$ cat config.mk
export PLATFORM = sky130hd
export DESIGN_NAME = branch_predictor_flat
export DESIGN_NICKNAME = d
export VERILOG_FILES = /design/src/rtl/branch_predictor_if.sv /design/src/rtl/branch_predictor.sv /design/src/flat_wrapper.sv
export SDC_FILE = /design/constraint.sdc
export NUM_CORES = 1
export LEC_CHECK = 0
export BUFFER_PORTS_ARGS = -buffer_cell sky130_fd_sc_hd__buf_4
export CORE_ASPECT_RATIO = 0.6
export CORE_MARGIN = 1
export CORE_UTILIZATION = 35
export CTS_BUF_LIST = sky130_fd_sc_hd__clkbuf_8
export DETAILED_ROUTE_END_ITERATION = 10
export HOLD_SLACK_MARGIN = 0.15
export SYNTH_ARGS = -nofsm -noshare
export SYNTH_HDL_FRONTEND = slang
export SYNTH_SLANG_ARGS = --single-unit
$ cat constraint.sdc
create_clock -name clk -period 4.8 [get_ports clk]
set_clock_uncertainty 0.1 [all_clocks]
set_input_delay 0.24 -clock clk [delete_from_list [all_inputs] [get_ports clk]]
set_output_delay 0.24 -clock clk [all_outputs]
set_load 0.05 [all_outputs]
$ cat src/rtl/branch_predictor_if.sv
// Decode/Execute branch-prediction bus between Fetch/pipeline control and the predictor.
// Latency: carries no state; it only groups the pipeline-facing signals.
// Backpressure: StallD/FlushE arrive from pipeline control, redirects go back to Fetch.
interface branch_predictor_if;
    // Decode-side inputs
    logic [31:0] InstrD;
    logic [31:0] PCPlus4D;
    logic        StallD;
    // Execute-side inputs
    logic        FlushE;
    logic        BranchTakenE;
    // Redirects back to Fetch
    logic        PCSrcD;
    logic [31:0] PCBranchD;
    logic        MissPredictionE;
    logic [31:0] BranchReturnE;

    // Pipeline/Fetch side: supplies instructions and outcomes, consumes redirects
    modport master (
        output InstrD, PCPlus4D, StallD, FlushE, BranchTakenE,
        input  PCSrcD, PCBranchD, MissPredictionE, BranchReturnE
    );

    // Predictor side
    modport slave (
        input  InstrD, PCPlus4D, StallD, FlushE, BranchTakenE,
        output PCSrcD, PCBranchD, MissPredictionE, BranchReturnE
    );
endinterface

$ cat src/rtl/branch_predictor.sv
// 2-bit saturating-counter branch predictor: predicts in Decode, resolves and trains in Execute.
// Latency: prediction and target are combinational in D; resolution is combinational in E, one cycle later.
// Backpressure: StallD, FlushE or a misprediction load a bubble into E; an E redirect masks the D prediction.
module branch_predictor #(
    parameter int          BHT_BITS = 6,
    parameter logic [1:0]  CTR_INIT = 2'b01
) (
    input logic          clk,
    input logic          reset,
    branch_predictor_if.slave bp
);

    localparam int BHT_SIZE = 1 << BHT_BITS;

    // Counter table
    logic [1:0]          r_ctr [BHT_SIZE];

    // Decode -> Execute entry
    logic                r_valid_e;
    logic                r_branch_e;
    logic                r_pred_e;
    logic [31:0]         r_target_e;
    logic [31:0]         r_pc4_e;
    logic [BHT_BITS-1:0] r_idx_e;

    // Decode-stage wires
    logic                w_is_branch_d;
    logic [31:0]         w_pc_d;
    logic [31:0]         w_imm_d;
    logic [31:0]         w_target_d;
    logic [BHT_BITS-1:0] w_idx_d;
    logic                w_pred_d;

    // Execute-stage wires
    logic                w_resolve_e;
    logic                w_miss_e;
    logic [1:0]          w_ctr_e;
    logic [1:0]          w_ctr_next_e;
    logic                w_bubble_e;

    // rs1/rs2/funct3 fields play no part in prediction
    logic                w_unused_instr;
    assign w_unused_instr = ^bp.InstrD[24:12];

    // Decode: recognise B-type, form target and look up the counter (no bypass from the E update)
    always_comb begin
        w_is_branch_d = (bp.InstrD[6:0] == 7'b1100011);
        w_pc_d        = bp.PCPlus4D - 32'd4;
        w_imm_d       = {{20{bp.InstrD[31]}}, bp.InstrD[7], bp.InstrD[30:25],
                         bp.InstrD[11:8], 1'b0};
        w_target_d    = w_pc_d + w_imm_d;
        w_idx_d       = w_pc_d[BHT_BITS+1:2];
        w_pred_d      = w_is_branch_d & r_ctr[w_idx_d][1];
    end

    // Execute: compare the carried prediction with the ALU outcome
    always_comb begin
        w_resolve_e = r_valid_e & r_branch_e & ~reset;
        w_miss_e    = w_resolve_e & (bp.BranchTakenE != r_pred_e);
        w_ctr_e     = r_ctr[r_idx_e];
        w_ctr_next_e = w_ctr_e;
        if (bp.BranchTakenE) begin
            if (w_ctr_e != 2'b11) w_ctr_next_e = w_ctr_e + 2'b01;
        end else begin
            if (w_ctr_e != 2'b00) w_ctr_next_e = w_ctr_e - 2'b01;
        end
        w_bubble_e  = bp.FlushE | w_miss_e | bp.StallD;
    end

    // Outputs: an E-stage redirect always overrides a D-stage prediction
    assign bp.PCSrcD          = w_pred_d & ~w_miss_e & ~reset;
    assign bp.PCBranchD       = w_target_d;
    assign bp.MissPredictionE = w_miss_e;
    assign bp.BranchReturnE   = bp.BranchTakenE ? r_target_e : r_pc4_e;

    // Decode -> Execute register: reset, then bubble, then load
    always_ff @(posedge clk) begin
        if (reset) begin
            r_valid_e  <= 1'b0;
            r_branch_e <= 1'b0;
            r_pred_e   <= 1'b0;
            r_target_e <= 32'd0;
            r_pc4_e    <= 32'd0;
            r_idx_e    <= '0;
        end else if (w_bubble_e) begin
            r_valid_e  <= 1'b0;
            r_branch_e <= 1'b0;
        end else begin
            r_valid_e  <= 1'b1;
            r_branch_e <= w_is_branch_d;
            r_pred_e   <= w_pred_d;
            r_target_e <= w_target_d;
            r_pc4_e    <= bp.PCPlus4D;
            r_idx_e    <= w_idx_d;
        end
    end

    // Counter table: initialise on reset, train only on resolved branches
    always_ff @(posedge clk) begin
        if (reset) begin
            for (int i = 0; i < BHT_SIZE; i++) begin
                r_ctr[i] <= CTR_INIT;
            end
        end else if (w_resolve_e) begin
            r_ctr[r_idx_e] <= w_ctr_next_e;
        end
    end

endmodule

$ cat src/flat_wrapper.sv
// flat-port wrapper written by rule: the top's interface ports become plain ports
module branch_predictor_flat 
#(
    parameter int          BHT_BITS = 6,
    parameter logic [1:0]  CTR_INIT = 2'b01
)
  (clk, reset, bp_InstrD, bp_PCPlus4D, bp_StallD, bp_FlushE, bp_BranchTakenE, bp_PCSrcD, bp_PCBranchD, bp_MissPredictionE, bp_BranchReturnE);
  branch_predictor_if bp_i ();
  input logic clk;
  input logic reset;
  input wire logic [$bits(bp_i.InstrD)-1:0] bp_InstrD;
  input wire logic [$bits(bp_i.PCPlus4D)-1:0] bp_PCPlus4D;
  input wire logic [$bits(bp_i.StallD)-1:0] bp_StallD;
  input wire logic [$bits(bp_i.FlushE)-1:0] bp_FlushE;
  input wire logic [$bits(bp_i.BranchTakenE)-1:0] bp_BranchTakenE;
  output wire logic [$bits(bp_i.PCSrcD)-1:0] bp_PCSrcD;
  output wire logic [$bits(bp_i.PCBranchD)-1:0] bp_PCBranchD;
  output wire logic [$bits(bp_i.MissPredictionE)-1:0] bp_MissPredictionE;
  output wire logic [$bits(bp_i.BranchReturnE)-1:0] bp_BranchReturnE;
  assign bp_i.InstrD = bp_InstrD;
  assign bp_i.PCPlus4D = bp_PCPlus4D;
  assign bp_i.StallD = bp_StallD;
  assign bp_i.FlushE = bp_FlushE;
  assign bp_i.BranchTakenE = bp_BranchTakenE;
  assign bp_PCSrcD = bp_i.PCSrcD;
  assign bp_PCBranchD = bp_i.PCBranchD;
  assign bp_MissPredictionE = bp_i.MissPredictionE;
  assign bp_BranchReturnE = bp_i.BranchReturnE;
  branch_predictor #(.BHT_BITS(BHT_BITS), .CTR_INIT(CTR_INIT)) u_core (.clk(clk), .reset(reset), .bp(bp_i));
endmodule
==> flow_summary.rst, run 1 <==
.. list-table::
   :header-rows: 1

   * - Metric
     - Value
   * - Outcome
     - finished with violations
   * - Failing checks
     - design-rule violations
   * - Int Pwr
     - about 3.2 mW
   * - Count of distinct cell types in the synthesized netlist
     - 70
   * - CTS Buf Count
     - 36
   * - Final clock period utilization by the worst path
     - between 90% and 100%
   * - Cell type contributing the most total cell area after synthesis
     - sky130_fd_sc_hd__edfxtp_1
   * - Max stage delay on crit path
     - 0.63 ns
   * - CTS tree
     - done
   * - WS Path Type
     - input port to output pin
   * - Sw Share
     - between 30% and 40%
   * - IR drop worst, VDD
     - approximately 0.14 mV
   * - Largest net degree at the start of global routing
     - 80
   * - Height of the die
     - 149 µm
   * - Number of global-route vias before repair
     - approximately 10000
   * - Slowest cell on crit path
     - sky130_fd_sc_hd__or4_1
   * - Cell count after synthesis
     - approximately 1300
   * - Number of buffers between clock root and the deepest sink
     - 3
   * - Critical path buffers and inverters
     - 4
   * - Static Leakage
     - 5.52 nW
   * - Final GP Congestion
     - between 0.9 and 1
   * - Summed negative setup slack over all endpoints
     - 0 ns
   * - Drt wl/cell
     - 21.3 µm
   * - Top cell by count, worst path
     - sky130_fd_sc_hd__buf_4
   * - FMAX
     - approximately 0.21 GHz
   * - Utilization after layout
     - a little over two fifths
   * - Number of standard cells in the final layout excluding fillers
     - 1932
   * - Total length of routed wires
     - 41100 µm
   * - PnR Total Power
     - between 4 and 5 mW
   * - Total of max-cap violations
     - 0
   * - Proportion of power drawn by combinational gates
     - between 20% and 30%
   * - Net count, final
     - around 1500
   * - Most common cell after layout, fill and taps aside
     - sky130_fd_sc_hd__nand2_1
   * - H-tree levels
     - 2
   * - # DRC
     - 16
   * - XOR/XNOR Fraction of Synth Area
     - approximately 3.3%
   * - Count of warnings emitted by yosys
     - 0
   * - EDFF count, synth
     - around 130
   * - Share of flip-flops with an asynchronous set or reset after synthesis
     - 0%
   * - Violation count after the first detailed-route iteration
     - about 1200
   * - Total of buffers placed on input and output ports
     - 121
   * - Clock transition at the registers of the reported paths
     - approximately 0.07 ns
   * - Filler cells
     - between 3000 and 4000
   * - Initial core utilization
     - about 36%
   * - Setup slack of the critical path after layout
     - roughly 0.059 ns
   * - Area growth syn-to-layout
     - 22.2%
   * - Remaining global-route overflow
     - 0
   * - Top layer used by detailed routing
     - met4
   * - Share of Yosys cell area claimed by the top area cell type
     - 30.5%
   * - Cell Pwr Density
     - 317 mW/mm²
   * - WL met2
     - between 15000 and 20000 µm
   * - Total iterations of the first detailed-routing run
     - 8
   * - Share of synthesized area spent on multiplexers
     - between 10% and 20%
   * - Met3 wirelength from detailed routing
     - about 4600 µm
   * - Primary flip-flop cell chosen by synthesis mapping
     - sky130_fd_sc_hd__edfxtp_1
   * - Series of cell instances along the critical path
     - dlygate4sd3_1 > buf_4 > or4_1 > or3_1 > buf_4 > nor2_1 > xor2_1 > ha_1 > a21o_1 > o21bai_1 > a21oi_2 > o21ai_0 > a21o_1 > or3_1 > and2_1 > buf_4
   * - Critical path endpoint category
     - output pin
   * - Maximum fanout along the worst path
     - 6
   * - Post-synthesis compound-gate area fraction
     - 11.9%
   * - Ratio of cells with drive above 1 in the final layout
     - 25.8%
   * - Drt via density
     - 5.70
   * - Most used cells in the layout excluding fill and tap cells
     - 209 x sky130_fd_sc_hd__nand2_1, 161 x sky130_fd_sc_hd__buf_4, 128 x sky130_fd_sc_hd__edfxtp_1
   * - Setup slack after placement
     - -0.0107 ns
   * - Cell types occupying the most area after synthesis
     - sky130_fd_sc_hd__edfxtp_1 31%, sky130_fd_sc_hd__dfxtp_1 12%, sky130_fd_sc_hd__mux4_2 8.9%, sky130_fd_sc_hd__nand2_1 6.2%, sky130_fd_sc_hd__nand3_2 3.4%
   * - Fraction of the yosys area taken by sequential cells
     - between 40% and 50%
   * - Worst path arrival time
     - approximately 4.4 ns
   * - Cell family with the largest share of critical-path delay
     - simple AND/OR/NAND/NOR gates
   * - Number of slew-limit violations in the final report
     - 0
   * - Actual transition at the worst max-transition pin
     - 1.29 ns
   * - Number of storage elements in the synthesis netlist
     - ~200
   * - Final setup vio count
     - 0
   * - Met1 Routed Length
     - a little under 20000 µm
   * - Sequential fraction of design power
     - 40.7%
   * - Path type of the worst min-delay path
     - input port to register
   * - Number of vias after detailed routing
     - roughly 11000
   * - Relative slew slack
     - 13.4%
   * - Clock Latency Late Sink
     - 0.57 ns
   * - Post-Synthesis Cell Area
     - approximately 0.013 mm²
   * - Number of routed nets with antenna violations
     - 0
   * - Worst EP required
     - between 4 and 5 ns
   * - Clock group share of total power
     - a little under a third
   * - Die footprint
     - 0.0368 mm²
   * - DPL Wire Length
     - 28800 µm
   * - Post-Synth Adder-Cell Area
     - 3.70%
   * - Time the final worst path needs with I/O delays and setup
     - roughly 4.7 ns
   * - Number of top-level pins
     - about 140
   * - First-pass GRT wire length
     - roughly 60000 µm
   * - Sinks on Clock Net
     - 206
   * - Net Sw Power
     - about 1.7 mW
   * - Startpoint kind of the worst setup timing path
     - input port
   * - Net count of the mapped netlist
     - 1375
   * - Num rows
     - between 50 and 60
   * - Main combinational cell family by area after synthesis
     - simple AND/OR/NAND/NOR gates
   * - Clock tree root buffer cell
     - sky130_fd_sc_hd__clkbuf_8
   * - Number of antenna violations at the first check in global routing
     - 1
   * - CORE AREA
     - 0.0352 mm²
   * - Horizontal die dimension
     - 247 µm
   * - Post-Synth Simple-Gate Area
     - between 20% and 30%
   * - Total routing usage reported by global routing
     - between 20% and 30%
   * - Hold Fails Final Rpt
     - 0
   * - Avg Inst Size Synth
     - 9.92 µm²
   * - Number of placed instances with taps included
     - approximately 1800
cells in the mapped netlist, types with 6 or more instances:
cell,n
sky130_fd_sc_hd__edfxtp_1,128
sky130_fd_sc_hd__inv_1,18
sky130_fd_sc_hd__a21o_1,23
sky130_fd_sc_hd__a21oi_1,78
sky130_fd_sc_hd__buf_6,11
sky130_fd_sc_hd__o21ai_0,52
sky130_fd_sc_hd__dfxtp_1,78
sky130_fd_sc_hd__a22oi_1,7
sky130_fd_sc_hd__o21bai_1,6
sky130_fd_sc_hd__a31oi_1,7
sky130_fd_sc_hd__nand2_1,209
sky130_fd_sc_hd__nand3b_1,6
sky130_fd_sc_hd__nand3_2,43
sky130_fd_sc_hd__xnor2_1,23
sky130_fd_sc_hd__nor2b_1,13
sky130_fd_sc_hd__nand3_1,37
sky130_fd_sc_hd__and3_1,17
sky130_fd_sc_hd__ha_1,34
sky130_fd_sc_hd__nor4_1,6
sky130_fd_sc_hd__o211ai_1,7
sky130_fd_sc_hd__nor2_1,90
sky130_fd_sc_hd__mux4_2,50
sky130_fd_sc_hd__and2_1,10
sky130_fd_sc_hd__nand2b_1,10
sky130_fd_sc_hd__a211o_1,7
sky130_fd_sc_hd__clkbuf_1,71
sky130_fd_sc_hd__nor3_1,51
sky130_fd_sc_hd__a211oi_1,13
sky130_fd_sc_hd__xor2_1,25
sky130_fd_sc_hd__buf_2,10
sky130_fd_sc_hd__nand4_1,8
sky130_fd_sc_hd__mux2_2,33
sky130_fd_sc_hd__or3_1,12
sky130_fd_sc_hd__buf_1,9
through the flow:
stage | instance area (µm²) | hold slack [ns]
global placement | 14000 | 0.339
CTS | 15300 | 0.162
floorplan | 12600 | 0.276
global route | 15400 | 0.213
finish | 15400 | 0.191
detailed placement | 14000 | 0.343
power groups by stage:
stage | combinational [mW] | clock, mW | sequential, mW
after CTS | 1.32 | 1.56 | 1.98
after floorplan | 0.903 | 0 | 1.99
after global placement | 1.27 | 0 | 2.02
after global routing | 1.41 | 1.63 | 1.99
after detailed placement | 1.27 | 0 | 2.02
final | 1.34 | 1.55 | 1.99
final cells by class:
cell class | instances | area [µm²] | share of cell area [%]
clock inverter | 24 | 103 | 0.666
multi-input combinational | 944 | 6750 | 43.8
timing repair buffer | 231 | 1930 | 12.5
antenna | 1 | 2.50 | 0.0163
tap | 467 | 584 | 3.80
inverter | 19 | 71.3 | 0.463
sequential | 206 | 5410 | 35.1
clock buffer | 40 | 551 | 3.58
state kept, by name, indices dropped and copies added, names as in the netlist, named ones only:
signal             flops
u_core.r_pred_e        1
u_core.r_target_e     31
u_core.r_branch_e      1
u_core.r_pc4_e        32
u_core.r_valid_e       1
u_core.r_idx_e         6
u_core.r_ctr         128
layer usage:
layer | global-route usage [%] | vias to the layer above
met1 | 35.4 | 5388
met5 | 0 | -
li1 | - | 5004
met4 | 6.23 | 0
met3 | 5.47 | 63
met2 | 28.6 | 557
repair_timing:
item / in CTS / in global routing
setup buffers: 0 / 2
endpoints found under the hold margin: 50 / 0
hold buffers: 67 / 0
setup endpoints to repair: 1 / 10
gates resized for setup: 1 / 15
pin swaps: 0 / 4
path summary, 6_finish.rpt:
| kind | start | to | slack, ns | cells after the start |
|---|---|---|---|---|
| max | bp_PCPlus4D[15] | bp_PCBranchD[29] | 0.06 | 16 |
| min | bp_PCPlus4D[4] | u_core.r_idx_e[2] | 0.19 | 4 |
| max reg2reg | register | u_core.r_ctr[46][0] | 1.17 | 8 |
| min reg2reg | u_core.r_pc4_e[14] | u_core.r_pc4_e[14] | 0.35 | 2 |
cells by family (layout without fill, tap and decap cells):
logic type / Yosys count / count (layout)
AOI/OAI and AO/OA: 235 / 235
other: 0 / 1
xor gates and xnor gates: 48 / 48
muxes: 84 / 84
adders and majority gates: 37 / 37
and+or+nand+nor: 540 / 540
DFF: 206 / 206
buffers and inverters: 121 / 314
tightest hold or removal path: stages:
cell	delay [ns]
sky130_fd_sc_hd__buf_4	0.15
sky130_fd_sc_hd__xnor2_1	0.15
sky130_fd_sc_hd__buf_4	0.17
sky130_fd_sc_hd__a211oi_1	0.09
Power figures use the tool's default switching activity.
==> run 2, diff against run 1 <==
==> constraint.sdc (replaced) <==
create_clock -name clk -period 4.8 [get_ports clk]
set_clock_uncertainty 0.1 [all_clocks]
set_input_delay 0 -clock clk [delete_from_list [all_inputs] [get_ports clk]]
set_output_delay 0 -clock clk [all_outputs]
set_load 0.05 [all_outputs]
==> run 2 against run 1 <==
Against the previous run:
- the flow still finishes with violations (design-rule violations)
- die area unchanged
- total power up 1.4%
- largest cell class unchanged
- maximum frequency up 3.2%
- wire length up 3.0%
- critical path depth up 2
- largest power group unchanged
- final area up 2.9%
==> flow_summary.rst, run 2 (synthesized netlist as in run 1, its figures left out) <==
.. list-table::
   :header-rows: 1

   * - Metric
     - Value
   * - Series of cell instances along the critical path
     - dlygate4sd3_1 > buf_4 > inv_1 > ha_2 > nand2_1 > or2_1 > buf_4 > nor4_1 > xor2_1 > ha_1 > nand4_1 > or3_1 > nor2b_1 > a22oi_1 > a31oi_1 > o21ai_0 > and2_1 > buf_4
   * - Violation count after the first detailed-route iteration
     - 1081
   * - Number of buffers between clock root and the deepest sink
     - 3
   * - Drt wl/cell
     - 21.4 µm
   * - Net count, final
     - about 1600
   * - Number of global-route vias before repair
     - slightly above 10000
   * - Setup slack of the critical path after layout
     - around 0.21 ns
   * - Number of vias after detailed routing
     - about 11000
   * - Cell Pwr Density
     - approximately 310 mW/mm²
   * - # DRC
     - 20
   * - Largest net degree at the start of global routing
     - 80
   * - Relative slew slack
     - between 30% and 40%
   * - Cell family with the largest share of critical-path delay
     - simple AND/OR/NAND/NOR gates
   * - Startpoint kind of the worst setup timing path
     - input port
   * - Number of slew-limit violations in the final report
     - 0
   * - Flip-flop count of the largest register after layout
     - 128
   * - Worst EP required
     - ~4.7 ns
   * - Smallest hold slack
     - between 0.15 and 0.2 ns
   * - Total length of routed wires
     - approximately 42000 µm
   * - Number of antenna violations at the first check in global routing
     - 0
   * - DPL Wire Length
     - approximately 29000 µm
   * - Summed negative setup slack over all endpoints
     - 0 ns
   * - Actual transition at the worst max-transition pin
     - about 0.98 ns
   * - Critical path endpoint category
     - output pin
   * - Failing checks
     - design-rule violations
   * - Final clock period utilization by the worst path
     - a little over nine tenths
   * - IR drop worst, VDD
     - 0.166 mV
   * - CTS Buf Count
     - 34
   * - Outcome
     - finished with violations
   * - Maximum fanout along the worst path
     - 13
   * - Final GP Congestion
     - 0.898
   * - Height of the die
     - about 150 µm
   * - Setup repair after global routing missed its margin
     - false
   * - Final setup vio count
     - 0
   * - Number of top-level pins
     - about 140
   * - CTS tree
     - done
   * - Area growth syn-to-layout
     - 25.7%
   * - Post CTS Setup Buffer Count
     - 0
   * - Hold Fails Final Rpt
     - 0
   * - Slowest cell on crit path
     - sky130_fd_sc_hd__dlygate4sd3_1
   * - First-pass GRT wire length
     - approximately 62000 µm
   * - Initial core utilization
     - 35.8%
   * - Max stage delay on crit path
     - 0.54 ns
   * - Filler cells
     - 3299
   * - Most common cell after layout, fill and taps aside
     - sky130_fd_sc_hd__nand2_1
   * - Total of max-cap violations
     - 0
   * - H-tree levels
     - 2
   * - Ratio of cells with drive above 1 in the final layout
     - 24.0%
   * - Remaining global-route overflow
     - 0
   * - Num rows
     - 53
   * - Largest Register
     - u_core.r_ctr
   * - Critical path buffers and inverters
     - 5
   * - Sinks on Clock Net
     - roughly 210
   * - Regs by FF count
     - u_core.r_ctr (128), u_core.r_pc4_e (32), u_core.r_target_e (31)
   * - Number of routed nets with antenna violations
     - 0
   * - FMAX
     - between 0.2 and 0.25 GHz
   * - Horizontal die dimension
     - about 250 µm
   * - Total of buffers placed on input and output ports
     - about 120
   * - CORE AREA
     - 0.0352 mm²
   * - Die footprint
     - 0.0368 mm²
   * - WS Path Type
     - input port to output pin
   * - Clock transition at the registers of the reported paths
     - around 0.060 ns
   * - Setup slack after placement
     - 0.357 ns
   * - Top cell by count, worst path
     - sky130_fd_sc_hd__buf_4
   * - Path type of the worst min-delay path
     - input port to register
   * - Drt via density
     - between 5 and 6
   * - Total routing usage reported by global routing
     - 22.8%
   * - Clock Latency Late Sink
     - 0.56 ns
   * - Total iterations of the first detailed-routing run
     - 8
   * - Clock tree root buffer cell
     - sky130_fd_sc_hd__clkbuf_8
   * - Most used cells in the layout excluding fill and tap cells
     - 209 x sky130_fd_sc_hd__nand2_1, 151 x sky130_fd_sc_hd__buf_4, 128 x sky130_fd_sc_hd__edfxtp_1
   * - Time the final worst path needs with I/O delays and setup
     - between 4 and 5 ns
   * - Static Leakage
     - between 5 and 6 nW
   * - Worst path arrival time
     - 4.49 ns
[run 2: cell count changes in the layout (fill, tap and decap cells not counted), moves of 3 or more]
cell	previous run	this run
sky130_fd_sc_hd__clkinv_1	2	6
sky130_fd_sc_hd__dlygate4sd3_1	67	124
sky130_fd_sc_hd__inv_1	35	27
sky130_fd_sc_hd__nor4_2	4	1
sky130_fd_sc_hd__nor4_1	2	5
sky130_fd_sc_hd__buf_4	161	151
[run 2: cell type report]
cell class,instances,area [µm²],share of cell area [%]
Tap cell,467,584,3.69
Multi-Input combinational cell,944,6720,42.4
Antenna cell,1,2.50,0.0158
Sequential cell,206,5410,34.1
Clock buffer,39,537,3.39
Clock inverter,23,133,0.837
Inverter,19,71.3,0.450
Timing Repair Buffer,276,2390,15.1
[run 2: through the flow]
stage / instance area [µm²] / total power, mW / util (%) / cells
finish: 15800 / 4.94 / 45.0 / 1975
global route: 15800 / 5.12 / 45.0 / 1974
CTS: 15800 / 4.94 / 44.9 / 1974
detailed placement: 13900 / 3.29 / 39.4 / 1788
global placement: 13900 / 3.28 / 39.4 / 1788
floorplan: 12600 / 2.89 / - / 1271
[run 2: path summary, 6_finish.rpt]
kind | slack [ns] | startpoint | to | cells after the start
setup / recovery | 0.21 | bp_PCPlus4D[2] | bp_PCBranchD[24] | 18
hold / removal | 0.20 | bp_InstrD[29] | u_core.r_target_e[10] | 5
setup reg to reg | 0.92 | register | u_core.r_ctr[46][0] | 9
hold reg to reg | 0.36 | u_core.r_target_e[15] | u_core.r_target_e[15] | 2
[run 2: per-layer routing]
layer | global-route usage, % | routed length, µm | part of all wire [%]
met1 | 35.1 | 20000 | 47
met3 | 7.47 | 4770 | 11
met4 | 4.78 | 601 | 1.4
met2 | 30.2 | 16900 | 40
met5 | 0 | 0 | 0
[run 2: report_power, final]
group	internal, mW	switching (mW)
Combinational	0.477	0.892
Clock	0.806	0.777
Sequential	1.93	0.0576
Total	3.22	1.73
[run 2: worst reg2reg max path, stage by stage, from the launching register on]
cell                       delay [ns]
sky130_fd_sc_hd__dfxtp_2         0.83
sky130_fd_sc_hd__buf_4           0.34
sky130_fd_sc_hd__mux4_2          0.53
sky130_fd_sc_hd__a22o_1          0.24
sky130_fd_sc_hd__a221oi_1        0.22
sky130_fd_sc_hd__o22ai_1         0.14
sky130_fd_sc_hd__a211oi_2        0.24
sky130_fd_sc_hd__maj3_2          0.38
sky130_fd_sc_hd__buf_12          0.38
sky130_fd_sc_hd__nand3_1         0.17
[run 2: repair_timing]
item | in CTS | in global routing
hold buffers | 124 | 0
endpoints found under the hold margin | 71 | 0
gates resized for setup | 0 | 9
setup endpoints to repair | 0 | 7
